File: src/rtl/lcd_resp_pkg.sv
// Shared types and constants for the HD44780-style LCD responder.
// The optional display-shift feature is selected with LCD_RESP_SHIFT_EN.
package lcd_resp_pkg;

  typedef enum logic [1:0] {IDLE, CLEAR, EXEC} state_e;

  typedef enum logic [3:0] {
    INS_NOP, INS_CLEAR, INS_HOME, INS_ENTRY, INS_DISP,
    INS_SHIFT, INS_FUNC, INS_CGRAM, INS_DDRAM
  } instr_e;

  localparam int DDRAM_DEPTH = 128;
  localparam int AC_W        = 7;

  localparam logic RS_INSTR = 1'b0;
  localparam logic RS_DATA  = 1'b1;
  localparam logic RW_WRITE = 1'b0;
  localparam logic RW_READ  = 1'b1;

  localparam logic [7:0] MASK_DDRAM = 8'h80, VAL_DDRAM = 8'h80;
  localparam logic [7:0] MASK_CGRAM = 8'hC0, VAL_CGRAM = 8'h40;
  localparam logic [7:0] MASK_FUNC  = 8'hE0, VAL_FUNC  = 8'h20;
  localparam logic [7:0] MASK_SHIFT = 8'hF0, VAL_SHIFT = 8'h10;
  localparam logic [7:0] MASK_DISP  = 8'hF8, VAL_DISP  = 8'h08;
  localparam logic [7:0] MASK_ENTRY = 8'hFC, VAL_ENTRY = 8'h04;
  localparam logic [7:0] MASK_HOME  = 8'hFE, VAL_HOME  = 8'h02;
  localparam logic [7:0] VAL_CLEAR  = 8'h01;

  // Instruction class is chosen by the highest set bit of the command byte.
  function automatic instr_e decode_instr(input logic [7:0] d);
    instr_e r;
    r = INS_NOP;
    if ((d & MASK_DDRAM) == VAL_DDRAM)      r = INS_DDRAM;
    else if ((d & MASK_CGRAM) == VAL_CGRAM) r = INS_CGRAM;
    else if ((d & MASK_FUNC) == VAL_FUNC)   r = INS_FUNC;
    else if ((d & MASK_SHIFT) == VAL_SHIFT) r = INS_SHIFT;
    else if ((d & MASK_DISP) == VAL_DISP)   r = INS_DISP;
    else if ((d & MASK_ENTRY) == VAL_ENTRY) r = INS_ENTRY;
    else if ((d & MASK_HOME) == VAL_HOME)   r = INS_HOME;
    else if (d == VAL_CLEAR)                r = INS_CLEAR;
    return r;
  endfunction

endpackage

File: src/rtl/lcd_resp_if.sv
// LCD bus between the controller (master) and the responder (slave).
interface lcd_resp_if;
  logic [7:0] lcd_data_i;
  logic       lcd_rs;
  logic       lcd_rw;
  logic       lcd_en;
  logic [7:0] lcd_data_o;
  logic       lcd_data_oe;

  modport master (output lcd_data_i, lcd_rs, lcd_rw, lcd_en,
                  input  lcd_data_o, lcd_data_oe);
  modport slave  (input  lcd_data_i, lcd_rs, lcd_rw, lcd_en,
                  output lcd_data_o, lcd_data_oe);
endinterface

File: src/rtl/lcd_resp_ddram.sv
// 128x8 display RAM: one write port, registered bus and scan read ports.
module lcd_resp_ddram import lcd_resp_pkg::*; (
  input  logic            clk,
  input  logic            rst,
  input  logic            we,
  input  logic [AC_W-1:0] wr_addr,
  input  logic [7:0]      wr_data,
  input  logic            bus_re,
  input  logic [AC_W-1:0] bus_addr,
  output logic [7:0]      bus_data,
  input  logic [AC_W-1:0] scan_addr,
  output logic [7:0]      scan_data
);

  logic [7:0] mem [DDRAM_DEPTH];

  // Storage is deliberately left unreset so a reset does not wipe the display.
  always_ff @(posedge clk) begin
    if (we) mem[wr_addr] <= wr_data;
  end

  // Bus read port holds its value while the controller is not strobing.
  always_ff @(posedge clk) begin
    if (bus_re) bus_data <= mem[bus_addr];
  end

  // Scan port reads the pre-write value when both hit the same address.
  always_ff @(posedge clk) begin
    if (!rst) scan_data <= '0;
    else      scan_data <= mem[scan_addr];
  end

endmodule

File: src/rtl/lcd_char_responder.sv
// Device-side HD44780-style responder: decodes commands, keeps AC, flags and
// DDRAM, and answers busy/data reads. Define LCD_RESP_SHIFT_EN to enable the
// display shift offset; otherwise disp_ofs stays 0 and S has no effect.
module lcd_char_responder import lcd_resp_pkg::*; #(
  parameter int         BUSY_CYCLES = 2000,
  parameter logic [7:0] CLEAR_FILL  = 8'h20
) (
  input  logic            clk,
  input  logic            rst,
  lcd_resp_if.slave       bus,
  input  logic            lcd_on,
  input  logic [AC_W-1:0] scan_addr,
  output logic [7:0]      scan_data,
  output logic            busy,
  output logic [AC_W-1:0] ac,
  output logic            disp_vis,
  output logic            cursor_on,
  output logic            blink_on,
  output logic            inc_mode,
  output logic            two_line,
  output logic [AC_W-1:0] disp_ofs,
  output logic            cmd_err
);

`ifdef LCD_RESP_SHIFT_EN
  localparam bit SHIFT_EN = 1'b1;
`else
  localparam bit SHIFT_EN = 1'b0;
`endif

  localparam int CNT_W = (BUSY_CYCLES > 1) ? $clog2(BUSY_CYCLES) : 1;
  localparam logic [CNT_W-1:0] BUSY_LAST = CNT_W'(BUSY_CYCLES - 1);
  localparam logic [AC_W-1:0]  CLR_LAST  = AC_W'(DDRAM_DEPTH - 1);

  state_e           state;
  logic [CNT_W-1:0] busy_cnt;
  logic [AC_W-1:0]  clr_cnt, ofs_q, ac_step, scan_idx, ram_addr;
  logic             en_q, rs_q, rw_q, sel_q;
  logic [7:0]       data_q, status_q, ram_wdata, ram_bus_data;
  logic             id_flag, s_flag, d_flag, c_flag, b_flag, dl_flag, n_flag;
  logic             fall, wr_strobe, rd_strobe, data_wr, ram_we;
  instr_e           instr;
  logic             unused_dl;

  assign fall      = en_q & ~bus.lcd_en;
  assign wr_strobe = fall & (rw_q == RW_WRITE);
  assign rd_strobe = fall & (rw_q == RW_READ) & (rs_q == RS_DATA);
  assign instr     = decode_instr(data_q);
  assign ac_step   = id_flag ? ac + AC_W'(1) : ac - AC_W'(1);
  assign data_wr   = wr_strobe & ~busy & (rs_q == RS_DATA);
  assign ram_we    = rst & ((state == CLEAR) | data_wr);
  assign ram_addr  = (state == CLEAR) ? clr_cnt : ac;
  assign ram_wdata = (state == CLEAR) ? CLEAR_FILL : data_q;
  assign disp_ofs  = SHIFT_EN ? ofs_q : '0;
  assign scan_idx  = scan_addr + disp_ofs;
  assign unused_dl = dl_flag;

  assign disp_vis  = lcd_on & d_flag;
  assign cursor_on = c_flag;
  assign blink_on  = b_flag;
  assign inc_mode  = id_flag;
  assign two_line  = n_flag;

  assign bus.lcd_data_oe = bus.lcd_en & (bus.lcd_rw == RW_READ);
  assign bus.lcd_data_o  = sel_q ? ram_bus_data : status_q;

  // Bus fields are delayed one cycle so they line up with the falling strobe.
  always_ff @(posedge clk) begin
    if (!rst) begin
      en_q   <= 1'b0;
      rs_q   <= RS_INSTR;
      rw_q   <= RW_WRITE;
      data_q <= '0;
    end else begin
      en_q   <= bus.lcd_en;
      rs_q   <= bus.lcd_rs;
      rw_q   <= bus.lcd_rw;
      data_q <= bus.lcd_data_i;
    end
  end

  // Read data is refreshed every cycle the strobe is high and held otherwise.
  always_ff @(posedge clk) begin
    if (!rst) begin
      sel_q    <= 1'b0;
      status_q <= '0;
    end else if (bus.lcd_en) begin
      sel_q    <= (bus.lcd_rs == RS_DATA);
      status_q <= {busy, ac};
    end
  end

  // Command FSM: accepts writes when idle, runs the clear fill, times busy.
  always_ff @(posedge clk) begin
    if (!rst) begin
      state    <= IDLE;
      busy     <= 1'b0;
      busy_cnt <= '0;
      clr_cnt  <= '0;
      ac       <= '0;
      ofs_q    <= '0;
      id_flag  <= 1'b1;
      s_flag   <= 1'b0;
      d_flag   <= 1'b0;
      c_flag   <= 1'b0;
      b_flag   <= 1'b0;
      dl_flag  <= 1'b1;
      n_flag   <= 1'b0;
      cmd_err  <= 1'b0;
    end else begin
      cmd_err <= 1'b0;
      case (state)
        IDLE: begin
          if (wr_strobe) begin
            busy     <= 1'b1;
            busy_cnt <= '0;
            state    <= EXEC;
            if (rs_q == RS_DATA) begin
              ac <= ac_step;
              if (SHIFT_EN && s_flag)
                ofs_q <= id_flag ? ofs_q + AC_W'(1) : ofs_q - AC_W'(1);
            end else begin
              case (instr)
                INS_DDRAM: ac <= data_q[AC_W-1:0];
                INS_CGRAM: cmd_err <= 1'b1;
                INS_FUNC: begin
                  dl_flag <= data_q[4];
                  n_flag  <= data_q[3];
                end
                INS_SHIFT: begin
                  if (!data_q[3])
                    ac <= data_q[2] ? ac + AC_W'(1) : ac - AC_W'(1);
                  else if (SHIFT_EN)
                    ofs_q <= data_q[2] ? ofs_q - AC_W'(1) : ofs_q + AC_W'(1);
                end
                INS_DISP: begin
                  d_flag <= data_q[2];
                  c_flag <= data_q[1];
                  b_flag <= data_q[0];
                end
                INS_ENTRY: begin
                  id_flag <= data_q[1];
                  s_flag  <= data_q[0];
                end
                INS_HOME: begin
                  ac    <= '0;
                  ofs_q <= '0;
                end
                INS_CLEAR: begin
                  state   <= CLEAR;
                  clr_cnt <= '0;
                end
                default: ;
              endcase
            end
          end
        end
        CLEAR: begin
          clr_cnt <= clr_cnt + AC_W'(1);
          if (clr_cnt == CLR_LAST) begin
            state    <= EXEC;
            busy_cnt <= '0;
            ac       <= '0;
            id_flag  <= 1'b1;
            ofs_q    <= '0;
          end
        end
        EXEC: begin
          busy_cnt <= busy_cnt + CNT_W'(1);
          if (busy_cnt == BUSY_LAST) begin
            state <= IDLE;
            busy  <= 1'b0;
          end
        end
        default: state <= IDLE;
      endcase
      if (wr_strobe && busy) cmd_err <= 1'b1;
      if (rd_strobe) begin
        if (busy) cmd_err <= 1'b1;
        else      ac      <= ac_step;
      end
    end
  end

  lcd_resp_ddram u_ddram (
    .clk       (clk),
    .rst       (rst),
    .we        (ram_we),
    .wr_addr   (ram_addr),
    .wr_data   (ram_wdata),
    .bus_re    (bus.lcd_en),
    .bus_addr  (ac),
    .bus_data  (ram_bus_data),
    .scan_addr (scan_idx),
    .scan_data (scan_data)
  );

endmodule

File: src/flat_wrapper.sv
// flat-port wrapper written by rule: the top's interface ports become plain ports
module lcd_char_responder_flat import lcd_resp_pkg::*;
#(
  parameter int         BUSY_CYCLES = 2000,
  parameter logic [7:0] CLEAR_FILL  = 8'h20
)
  (clk, rst, lcd_on, scan_addr, scan_data, busy, ac, disp_vis, cursor_on, blink_on, inc_mode, two_line, disp_ofs, cmd_err, bus_lcd_data_i, bus_lcd_rs, bus_lcd_rw, bus_lcd_en, bus_lcd_data_o, bus_lcd_data_oe);
  lcd_resp_if bus_i ();
  input  logic clk;
  input  logic rst;
  input  logic lcd_on;
  input  logic [AC_W-1:0] scan_addr;
  output logic [7:0] scan_data;
  output logic busy;
  output logic [AC_W-1:0] ac;
  output logic disp_vis;
  output logic cursor_on;
  output logic blink_on;
  output logic inc_mode;
  output logic two_line;
  output logic [AC_W-1:0] disp_ofs;
  output logic cmd_err;
  input wire logic [$bits(bus_i.lcd_data_i)-1:0] bus_lcd_data_i;
  input wire logic [$bits(bus_i.lcd_rs)-1:0] bus_lcd_rs;
  input wire logic [$bits(bus_i.lcd_rw)-1:0] bus_lcd_rw;
  input wire logic [$bits(bus_i.lcd_en)-1:0] bus_lcd_en;
  output wire logic [$bits(bus_i.lcd_data_o)-1:0] bus_lcd_data_o;
  output wire logic [$bits(bus_i.lcd_data_oe)-1:0] bus_lcd_data_oe;
  assign bus_i.lcd_data_i = bus_lcd_data_i;
  assign bus_i.lcd_rs = bus_lcd_rs;
  assign bus_i.lcd_rw = bus_lcd_rw;
  assign bus_i.lcd_en = bus_lcd_en;
  assign bus_lcd_data_o = bus_i.lcd_data_o;
  assign bus_lcd_data_oe = bus_i.lcd_data_oe;
  lcd_char_responder #(.BUSY_CYCLES(BUSY_CYCLES), .CLEAR_FILL(CLEAR_FILL)) u_core (.clk(clk), .rst(rst), .bus(bus_i), .lcd_on(lcd_on), .scan_addr(scan_addr), .scan_data(scan_data), .busy(busy), .ac(ac), .disp_vis(disp_vis), .cursor_on(cursor_on), .blink_on(blink_on), .inc_mode(inc_mode), .two_line(two_line), .disp_ofs(disp_ofs), .cmd_err(cmd_err));
endmodule
File: config.mk
export PLATFORM = sky130hd
export DESIGN_NAME = lcd_char_responder_flat
export DESIGN_NICKNAME = d
export VERILOG_FILES = /design/src/rtl/lcd_resp_pkg.sv /design/src/rtl/lcd_resp_if.sv /design/src/rtl/lcd_resp_ddram.sv /design/src/rtl/lcd_char_responder.sv /design/src/flat_wrapper.sv
export SDC_FILE = /design/constraint.sdc
export NUM_CORES = 2
export LEC_CHECK = 0
export BUFFER_PORTS_ARGS = -buffer_cell sky130_fd_sc_hd__buf_2
export CAP_MARGIN = 25
export CELL_PAD_IN_SITES_DETAIL_PLACEMENT = 0
export CELL_PAD_IN_SITES_GLOBAL_PLACEMENT = 1
export CORE_MARGIN = 8
export CORE_UTILIZATION = 40
export DETAILED_ROUTE_END_ITERATION = 10
export GPL_TIMING_DRIVEN = 0
export PLACE_DENSITY = 0.66
export SETUP_SLACK_MARGIN = 0.1
export SLEW_MARGIN = 20
export SYNTH_ARGS = -nofsm -noshare
export SYNTH_HDL_FRONTEND = slang
export SYNTH_SLANG_ARGS = --single-unit
File: constraint.sdc
create_clock -name clk -period 9.4 [get_ports clk]
set_input_delay 0.94 -clock clk [delete_from_list [all_inputs] [get_ports clk]]
set_output_delay 0.94 -clock clk [all_outputs]
set_load 0.01 [all_outputs]
==> results.toml <==
[floorplanning]
io_pins = 59
initial_core_util_pct = 40.30
core_sq_mm = 0.1275
die-area_sq_mm = 0.1402
die_w_um = 374.5
die_y_um = 374.5
rows = 131

[clocking]
cts_resized = 0
insertion_delay_ps = 770
clkSinkCount = 1094
cts_max_level = 3
root_buffer = "clkbuf_16"
ctsHoldBuffers = 0
numCtsBuffers = 117
cts_buffer_depth = 3
cts_setup_buffers = 0
clkTransAtPathRegs_ps = 60
cts_tree = "yes"

[logic_synthesis]
yosys.cell_types.count = 70
synth_area_sq_mm = 0.05139
yosysSeqAreaShare_pct = 62.71
synth_top_flop_cell = "edfxtp_1"
syn_inst = 2806
yosys.area.top_type = "edfxtp_1"
synth_seq_cells = 1094
synth_area_per_cell_sq_um = 18.32
synth-async-reset-ratio_pct = 0
yosysWarnings = 0
synth_edf_count = 1032
synth.top_cell.area_share_pct = 60.30
synth_area_leaders = "edfxtp_1, mux4_2, dfxtp_1"

[worst_setup_path]
startpoint_type = "register"
cpPeakStageDelay_ps = 960
cpLargestDelayFamily = "buffers and inverters"
cpMostUsedCell = "buf_4"
endpoint_kind = "register"
slowest_stage = "nor4_1"
path_max_fanout = 11
critPathBufInv = 6
cp.required_ps = 9790
crit_arrival_ps = 5870
worstPathCellList = "buf_2 -> buf_4 -> buf_4 -> buf_4 -> buf_6 -> buf_2 -> mux2i_1 -> o21ai_0 -> o311ai_0 -> nor4_1"
critPathKind = "reg -> reg"

[timing]
rsz0062_at_grt = "no"
post-route-min-period_ps = 5489
finalCritPeriodShare_pct = 58.39
hold_viol = 0
setup_tns_ps = 0
fmax_ghz = 0.1822
setup_violations = 0
slew_viol_final = 0
maxSlewHeadroom_pct = 16.95
finClkSkew_ps = 51.85
whs_ps = 381.9
worst_pin_slew_ps = 1246

[global_routing]
grt_antenna_before_repair = 18
grt-ovfl-total = 0
grtUsageTotal_pct = 30.21
grt_pass1_vias = 32490
grt_pass1_wl_um = 287500
grt_max_degree = 81

[pwr]
p_per_area_mw_per_mm2 = 183.3
total_leakage_power_nw = 18.51
total_power_mw = 10.79
ir_drop_uv = 148.1

[flow_run]
drv_cap = 0

[status]
status = "complete, no violations"

[finish]
area_growth_pct = 14.54
final_cell_mix = "edfxtp_1, mux4_2, nor2_1, buf_2, clkbuf_16"
num-nets-final = 3090
instances_no_fill = 4841
drive_gt1_share_pct = 32.75
final_area_sq_mm = 0.05887
nFillCells = 10760
final_common_cell = "edfxtp_1"

[routing]
drc = 0
drt_iter0_markers = 6053
ant_nets = 0
viasPerCell = 6.945
dr.pass1.iters = 9
routed_wirelength_um = 217100
wire_per_inst_um = 44.84
via_count = 33620

[placed_design]
port_buffers = 47
placed_cells = 4597
dp_hpwl_um = 156100
postPlaceCellArea_sq_mm = 0.05494
place.gp.congestion = 1.023

[min_path]
min_path_type = "in -> reg"
## synthesized netlist by cell type, types with 9 or more instances
master / instances
dfxtp_1: 62
nor2_1: 228
buf_2: 70
nand4_1: 12
o21ai_0: 27
nand3_1: 34
and2_1: 28
or3_1: 17
a211oi_1: 9
xor2_1: 11
nor3_1: 18
o22ai_1: 23
nor4_1: 13
nand2_1: 104
buf_6: 11
mux2i_1: 105
edfxtp_1: 1032
mux2_2: 18
buf_1: 18
clkbuf_1: 89
a21oi_1: 61
inv_1: 10
a22o_1: 10
xnor2_1: 9
mux4_2: 537
a22oi_1: 69
nor2b_1: 20
a221oi_1: 16
a31oi_1: 12
buf_4: 28
## final timing paths
kind,cells past startpoint,slack (ps),start,to
hold / removal,2,380,bus_lcd_data_i[1],u_core.data_q[1]$_SDFF_PN0_
setup reg to reg,10,3910,u_core.ac[0]$_SDFF_PN0_,u_core.u_ddram.bus_data[2]$_DFFE_PP_
setup / recovery,10,3910,u_core.ac[0]$_SDFF_PN0_,u_core.u_ddram.bus_data[2]$_DFFE_PP_
hold reg to reg,2,490,u_core.status_q[5]$_SDFFE_PN0P_,u_core.status_q[5]$_SDFFE_PN0P_
## per-stage QoR
stage,worst slack (ps),utilization [%]
after CTS,4093,46.06
final,3911,46.16
after floorplan,4866,-
after global routing,4038,46.14
after global placement,1376,42.14
after detailed placement,4096,43.08
## power breakdown
group | internal (mW) | total (mW) | switching, mW
Sequential | 5.34 | 5.35 | 0.00821
Clock | 2.65 | 4.64 | 2.00
Combinational | 0.266 | 0.800 | 0.534
## per-layer routing
metal,track usage (%),vias up,share of wire [%]
met5,0,-,0.0060
met4,18.51,2,7.2
met3,10.97,571,13
met2,43.89,2792,43
met1,38.62,17880,36
li1,-,12380,-
## layout make-up
type / count / area (sq um) / area share (%)
plain buffers: 219 / 1175 / 1.996
multi-input cells: 1487 / 18110 / 30.77
diodes: 13 / 32.53 / 0.05526
well taps: 1662 / 2079 / 3.533
inverters: 12 / 45.04 / 0.07652
repair buffers: 134 / 1390 / 2.361
clock buffers: 137 / 3067 / 5.210
flip-flops and latches: 1094 / 32230 / 54.75
clock inverters: 83 / 730.7 / 1.241
## registers in the layout, indices dropped and copies added, names as in the netlist, 2 cells and up
| register | count |
|---|---|
| u_core.u_ddram.mem | 1024 |
| u_core.busy_cnt | 11 |
| u_core.data_q | 8 |
| u_core.status_q | 8 |
| u_core.u_ddram.bus_data | 8 |
| u_core.u_ddram.scan_data | 8 |
| u_core.ac | 7 |
| u_core.clr_cnt | 7 |
| u_core.state | 2 |
## cell families (layout without fill, tap and decap cells)
kind of cell	Yosys count	in the layout	synth area share, %
fa+ha+maj	4	4	0.09738
other cells	1	20	0.007297
xor+xnor	20	20	0.3408
buf+inv	231	585	2.296
compound gates	289	289	3.898
flops	1094	1094	62.71
simple gates	503	503	4.477
mux	664	664	26.17
Power figures use the tool's default switching activity.
